### src/rtl/flit_sink_if.sv
// Flit bus driven by the router mux output port (odata/ovalid/ovch) into flit_sink.
interface flit_sink_if #(
    parameter int DATAW = 66,
    parameter int VCHW  = 2
) ();
    logic [DATAW-1:0] idata;
    logic             ivalid;
    logic [VCHW-1:0]  ivch;

    modport master (output idata, ivalid, ivch);
    modport slave  (input  idata, ivalid, ivch);
endinterface

### src/rtl/flit_sink.sv
// Packet receiver/monitor: rebuilds HEAD/DATA*/TAIL framing, reports per-packet results and
// sticky framing errors. Define FLIT_SINK_TOGGLE_EN to enable the payload toggle counter.
module flit_sink #(
    parameter int DATAW = 66,
    parameter int VCHW  = 2,
    parameter int LENW  = 16
) (
    input  logic            clk,
    input  logic            rst_,
    flit_sink_if.slave      flit,
    input  logic            clr,
    output logic            busy,
    output logic            pkt_done,
    output logic [LENW-1:0] pkt_len,
    output logic [31:0]     pkt_dst,
    output logic [VCHW-1:0] pkt_vch,
    output logic [LENW-1:0] pkt_cnt,
    output logic            pkt_err,
    output logic [1:0]      err_code,
    output logic [31:0]     toggle_cnt
);
    typedef enum logic [1:0] {
        T_NONE = 2'b00, T_HEAD = 2'b01, T_TAIL = 2'b10, T_DATA = 2'b11
    } flit_type_e;
    typedef enum logic { IDLE = 1'b0, BODY = 1'b1 } state_e;

    localparam logic [LENW-1:0] LEN_MAX = '1;

    flit_type_e      ftype;
    logic            acc;
    state_e          state_q, state_d;
    logic [LENW-1:0] len_q, len_d, len_inc;
    logic [31:0]     dst_q, dst_d;
    logic [VCHW-1:0] vch_q, vch_d;
    logic            pkt_done_q, pkt_done_d;
    logic [LENW-1:0] pkt_len_q, pkt_len_d;
    logic [31:0]     pkt_dst_q, pkt_dst_d;
    logic [VCHW-1:0] pkt_vch_q, pkt_vch_d;
    logic [LENW-1:0] pkt_cnt_q, pkt_cnt_d;
    logic            pkt_err_q, pkt_err_d;
    logic [1:0]      err_code_q, err_code_d;
    logic            err_set;
    logic [1:0]      err_val;

    assign ftype   = flit_type_e'(flit.idata[DATAW-1:DATAW-2]);
    assign acc     = flit.ivalid && (ftype != T_NONE);
    assign len_inc = (len_q == LEN_MAX) ? len_q : len_q + LENW'(1);

    // NOTE: sequential state uses non-blocking assignments so every flop samples pre-edge values.
    always_ff @(posedge clk or negedge rst_) begin
        if (!rst_) state_q <= IDLE;
        else       state_q <= state_d;
    end

    always_comb begin
        state_d = state_q;
        if (acc) begin
            case (state_q)
                IDLE:    if (ftype == T_HEAD) state_d = BODY;
                BODY:    if (ftype == T_TAIL) state_d = IDLE;
                default: state_d = IDLE;
            endcase
        end
    end

    // NOTE: every comb output starts from a default so no path can infer a latch.
    always_comb begin
        len_d      = len_q;
        dst_d      = dst_q;
        vch_d      = vch_q;
        pkt_done_d = 1'b0;
        pkt_len_d  = pkt_len_q;
        pkt_dst_d  = pkt_dst_q;
        pkt_vch_d  = pkt_vch_q;
        pkt_cnt_d  = pkt_cnt_q;
        pkt_err_d  = pkt_err_q;
        err_code_d = err_code_q;
        err_set    = 1'b0;
        err_val    = 2'b00;
        if (acc) begin
            if (ftype == T_HEAD) begin
                // A HEAD always opens a fresh packet; inside BODY the open one is dropped.
                len_d = LENW'(1);
                dst_d = flit.idata[31:0];
                vch_d = flit.ivch;
                if (state_q == BODY) begin
                    err_set = 1'b1;
                    err_val = 2'b10;
                end
            end else if (state_q == IDLE) begin
                err_set = 1'b1;
                err_val = 2'b01;
            end else begin
                len_d = len_inc;
                if (flit.ivch != vch_q) begin
                    err_set = 1'b1;
                    err_val = 2'b11;
                end
                if (ftype == T_TAIL) begin
                    pkt_done_d = 1'b1;
                    pkt_len_d  = len_inc;
                    pkt_dst_d  = dst_q;
                    pkt_vch_d  = vch_q;
                    pkt_cnt_d  = (pkt_cnt_q == LEN_MAX) ? pkt_cnt_q : pkt_cnt_q + LENW'(1);
                end
            end
        end
        if (err_set && !pkt_err_q) begin
            pkt_err_d  = 1'b1;
            err_code_d = err_val;
        end
        if (clr) begin
            pkt_cnt_d  = '0;
            pkt_err_d  = 1'b0;
            err_code_d = 2'b00;
        end
    end

    always_ff @(posedge clk or negedge rst_) begin
        if (!rst_) begin
            len_q      <= '0;
            dst_q      <= '0;
            vch_q      <= '0;
            pkt_done_q <= 1'b0;
            pkt_len_q  <= '0;
            pkt_dst_q  <= '0;
            pkt_vch_q  <= '0;
            pkt_cnt_q  <= '0;
            pkt_err_q  <= 1'b0;
            err_code_q <= 2'b00;
        end else begin
            len_q      <= len_d;
            dst_q      <= dst_d;
            vch_q      <= vch_d;
            pkt_done_q <= pkt_done_d;
            pkt_len_q  <= pkt_len_d;
            pkt_dst_q  <= pkt_dst_d;
            pkt_vch_q  <= pkt_vch_d;
            pkt_cnt_q  <= pkt_cnt_d;
            pkt_err_q  <= pkt_err_d;
            err_code_q <= err_code_d;
        end
    end

    assign busy     = (state_q == BODY);
    assign pkt_done = pkt_done_q;
    assign pkt_len  = pkt_len_q;
    assign pkt_dst  = pkt_dst_q;
    assign pkt_vch  = pkt_vch_q;
    assign pkt_cnt  = pkt_cnt_q;
    assign pkt_err  = pkt_err_q;
    assign err_code = err_code_q;

`ifdef FLIT_SINK_TOGGLE_EN
    logic [63:0] prev_q, prev_d;
    logic [31:0] toggle_q, toggle_d;
    logic [32:0] tsum;

    always_comb begin
        prev_d   = prev_q;
        toggle_d = toggle_q;
        tsum     = {1'b0, toggle_q} + 33'($countones(flit.idata[63:0] ^ prev_q));
        if (acc) begin
            toggle_d = tsum[32] ? 32'hFFFF_FFFF : tsum[31:0];
            prev_d   = flit.idata[63:0];
        end
        if (clr) begin
            prev_d   = '0;
            toggle_d = '0;
        end
    end

    always_ff @(posedge clk or negedge rst_) begin
        if (!rst_) begin
            prev_q   <= '0;
            toggle_q <= '0;
        end else begin
            prev_q   <= prev_d;
            toggle_q <= toggle_d;
        end
    end

    assign toggle_cnt = toggle_q;
`else
    assign toggle_cnt = '0;
`endif
endmodule

### src/flat_wrapper.sv
// flat-port wrapper written by rule: the top's interface ports become plain ports
module flit_sink_flat 
#(
    parameter int DATAW = 66,
    parameter int VCHW  = 2,
    parameter int LENW  = 16
)
  (clk, rst_, clr, busy, pkt_done, pkt_len, pkt_dst, pkt_vch, pkt_cnt, pkt_err, err_code, toggle_cnt, flit_idata, flit_ivalid, flit_ivch);
  flit_sink_if #(.DATAW(DATAW), .VCHW(VCHW)) flit_i ();
  input  logic clk;
  input  logic rst_;
  input  logic clr;
  output logic busy;
  output logic pkt_done;
  output logic [LENW-1:0] pkt_len;
  output logic [31:0] pkt_dst;
  output logic [VCHW-1:0] pkt_vch;
  output logic [LENW-1:0] pkt_cnt;
  output logic pkt_err;
  output logic [1:0] err_code;
  output logic [31:0] toggle_cnt;
  input wire logic [$bits(flit_i.idata)-1:0] flit_idata;
  input wire logic [$bits(flit_i.ivalid)-1:0] flit_ivalid;
  input wire logic [$bits(flit_i.ivch)-1:0] flit_ivch;
  assign flit_i.idata = flit_idata;
  assign flit_i.ivalid = flit_ivalid;
  assign flit_i.ivch = flit_ivch;
  flit_sink #(.DATAW(DATAW), .VCHW(VCHW), .LENW(LENW)) u_core (.clk(clk), .rst_(rst_), .flit(flit_i), .clr(clr), .busy(busy), .pkt_done(pkt_done), .pkt_len(pkt_len), .pkt_dst(pkt_dst), .pkt_vch(pkt_vch), .pkt_cnt(pkt_cnt), .pkt_err(pkt_err), .err_code(err_code), .toggle_cnt(toggle_cnt));
endmodule
### config.mk
export PLATFORM = sky130hd
export DESIGN_NAME = flit_sink_flat
export DESIGN_NICKNAME = d
export VERILOG_FILES = /design/src/rtl/flit_sink_if.sv /design/src/rtl/flit_sink.sv /design/src/flat_wrapper.sv
export SDC_FILE = /design/constraint.sdc
export NUM_CORES = 1
export LEC_CHECK = 0
export BUFFER_PORTS_ARGS = -buffer_cell sky130_fd_sc_hd__buf_4
export CAP_MARGIN = 15
export CORE_ASPECT_RATIO = 1.1
export CORE_MARGIN = 1
export CORE_UTILIZATION = 30
export DETAILED_ROUTE_END_ITERATION = 8
export PLACE_DENSITY_LB_ADDON = 0.05
export SLEW_MARGIN = 25
export SYNTH_ARGS = -nofsm -noshare
export SYNTH_HDL_FRONTEND = slang
export SYNTH_SLANG_ARGS = --single-unit
### constraint.sdc
create_clock -name clk -period 2.9 [get_ports clk]
set_clock_uncertainty 0.15 [all_clocks]
set_input_delay 0.58 -clock clk [delete_from_list [all_inputs] [get_ports clk]]
set_output_delay 0.58 -clock clk [all_outputs]
set_load 0.01 [all_outputs]
==> results.sh <==
export IMPL_synth_compound_area_frac=0.07361
export IMPL_die_area_um2=19420
export IMPL_dp_slack_ps=527.7
export IMPL_timing_fmax_ghz=0.4213
export IMPL_synth_area_um2=5660
export IMPL_synthArstFlopShare=1.000
export IMPL_htreeDepth=4
export IMPL_overflow=0
export IMPL_yosys_warnings=0
export IMPL_vias_per_cell=4.523
export IMPL_muxShareOfSynthArea=0.009063
export IMPL_placed_area_um2=6638
export IMPL_fin_crit_ps=2374
export IMPL_port_buffers=110
export IMPL_synth_top_family_by_area="simple AND/OR/NAND/NOR gates"
export IMPL_row_count=52
export IMPL_synth_common_cells="nand2_1, dfrtp_1, buf_4"
export IMPL_worstPathRequired_ps=3030
export IMPL_ant_nets=0
export IMPL_dr_pass1_iters=4
export IMPL_maxSlewHeadroom=0.6101
export IMPL_fin_crit_sh=0.8185
export IMPL_drc=0
export IMPL_layout_cells_non_filler=988
export IMPL_crit_path_end_kind="flip-flop"
export IMPL_crit_path_end="u_core.pkt_len[14]"
export IMPL_globalRouteTotalUtil=0.1550
export IMPL_timing_final_ws_setup_ps=526.4
export IMPL_hold_violations=0
export IMPL_critPathKind="reg2reg"
export IMPL_powerDensity_nw_per_um2=707.8
export IMPL_synth_top_cells_by_area="dfrtp_1, nand2_1, buf_4"
export IMPL_ios=175
export IMPL_synth_edf_count=0
export IMPL_hold_class="in2async"
export IMPL_ys_seq_area_frac=0.5349
export IMPL_finalWirelength_um=14110
export IMPL_synth_most_common_cell="nand2_1"
export IMPL_drive_above_1_share=0.2268
export IMPL_synth_area_leader_cell="dfrtp_1"
export IMPL_utilization=0.3905
export IMPL_insertion_delay_ps=400
export IMPL_syn2layout_area_growth_pct=27.01
export IMPL_cts_sinks=121
export IMPL_cp_arrival_ps=2510
export IMPL_initial_utilization=0.3074
export IMPL_design_area_um2=7189
export IMPL_yosys_area_share_simple=0.2637
export IMPL_synth_xor_xnor_area_share=0.03868
export IMPL_status="complete, no violations"
export IMPL_cts_hold_buf=0
export IMPL_antenna_found_initial=0
export IMPL_die_x_um=133.0
export IMPL_cts_buffers=17
export IMPL_layout_nets=806
export IMPL_maxCapViolCount=0
export IMPL_crit_fanout=8
export IMPL_postSynthCellCount=622
export IMPL_clockRootBuffer="clkbuf_16"
export IMPL_slew_viol_final=0
export IMPL_synth_flop_cell="dfrtp_1"
export IMPL_floorplan_die_height_um=146.1
export IMPL_grt_max_degree=57
export IMPL_grt_pass1_wl_um=23460
export IMPL_tightest_slew_ps=580.0
export IMPL_synth_cell_types=48
export IMPL_nFillCells=1889
export IMPL_vias=4469
export IMPL_cts_resized_gates=0
export IMPL_rsz0062_at_grt="no"
export IMPL_num_antenna_cells=0
export IMPL_power_leakage_nw=3.627
export IMPL_cts_max_path_buffers=2
export IMPL_crit_path_start="u_core.len_q[0]"
export IMPL_cts_tree="done"
export IMPL_dpl_cell_count=956
export IMPL_postCtsSetupRepairBufs=0
export IMPL_r2r_cells=6
export IMPL_clkTransAtPathRegs_ps=50
export IMPL_drt_iter0_markers=195
export IMPL_synth_avg_cell_area_um2=9.100
export IMPL_synth_fa_ha_area_frac=0.004421
export IMPL_synth_top_area_share=0.5349
export IMPL_dpl_hpwl_um=9459
export IMPL_r2r_slack_ps=530
export IMPL_grt_pass1_vias=4473
export IMPL_ir_drop_mv=0.4033
export IMPL_synth_seq_cells=121
export IMPL_r2r_start="u_core.len_q[0]"
export IMPL_final_setup_viol_count=0
export IMPL_cp_start_kind="flip-flop"
export IMPL_core_region_area_um2=18410
export IMPL_final_setup_tns_ps=0
export IMPL_gp_routability_congestion=0.7281
export IMPL_reg2reg_to="u_core.pkt_len[14]"
export IMPL_wire_per_inst_um=14.28
==> metal layers <==
metal	GRT usage	vias to the layer above	wire length, um
met4	0.05000	0	108
li1	-	2203	-
met1	0.2050	2161	6564
met2	0.2372	98	6579
met3	0.05243	7	858
met5	0	-	0
==> registers in the layout (all words and copies together) (netlist names) <==
name             cells
u_core.busy          1
u_core.pkt_err       1
u_core.len_q        16
u_core.pkt_dst      32
u_core.dst_q        32
u_core.pkt_cnt      16
u_core.pkt_done      1
u_core.pkt_len      16
u_core.pkt_vch       2
u_core.err_code      2
u_core.vch_q         2
==> critical path, cell delays in order (launching register included) <==
cell and delay, ps:
dfrtp_1 430, ha_1 330, nand4_4 180, or2_1 370, nor4_4 400, mux2i_1 130, mux2_2 270
==> final cells by class <==
| cell class | instances | area [um^2] | area share |
|---|---|---|---|
| sequential | 121 | 3028 | 0.4212 |
| multi-input combinational | 463 | 2335 | 0.3247 |
| timing repair buffer | 123 | 935.9 | 0.1302 |
| clock buffer | 24 | 481.7 | 0.06700 |
| tap | 243 | 304.0 | 0.04229 |
| clock inverter | 8 | 70.07 | 0.009746 |
| inverter | 6 | 35.03 | 0.004873 |
==> where the power goes <==
group,switching (mW),leakage [nW],internal (mW)
registers,0.209,1.61,1.98
logic,0.502,1.75,0.432
clock network,0.728,0.270,1.24
==> logic make-up after synthesis <==
logic type,count (synthesis)
compound gates,71
xor+xnor,25
other cells,1
flops,121
buf+inv,69
mux,5
simple gates,328
fa+ha+maj,2
==> cell usage in the layout, fill, tap and decap left out, types with 5 or more instances in the layout <==
cell type and count:
conb_1 32, a31oi_1 9, inv_1 5, clkinv_2 5
nand4_1 5, nand2_1 241, clkbuf_16 17, xor2_1 5
nor3_1 9, dfrtp_1 121, or3_1 5, nor2_1 29
nand3_1 10, xnor2_1 20, buf_4 122, o21ai_0 28
a21oi_1 16
==> worst min path at each step <==
stage | endpoint | from
after floorplan | u_core.busy | rst_
after global placement | u_core.pkt_dst[3] | u_core.dst_q[3]
after detailed placement | u_core.pkt_dst[14] | u_core.dst_q[14]
after CTS | u_core.len_q[6] | rst_
after global routing | u_core.len_q[6] | rst_
final | u_core.len_q[6] | rst_
==> through the flow <==
| step | total power, mW | hold slack [ps] |
|---|---|---|
| 2_1_floorplan | 2.676 | 134.4 |
| 3_3_place_gp | 3.158 | 297.4 |
| 3_5_place_dp | 3.175 | 298.8 |
| 4_1_cts | 5.182 | 26.58 |
| 5_1_grt | 5.400 | 37.37 |
| 6_report | 5.088 | 10.04 |
No activity file was read; power rests on OpenSTA's default activity.
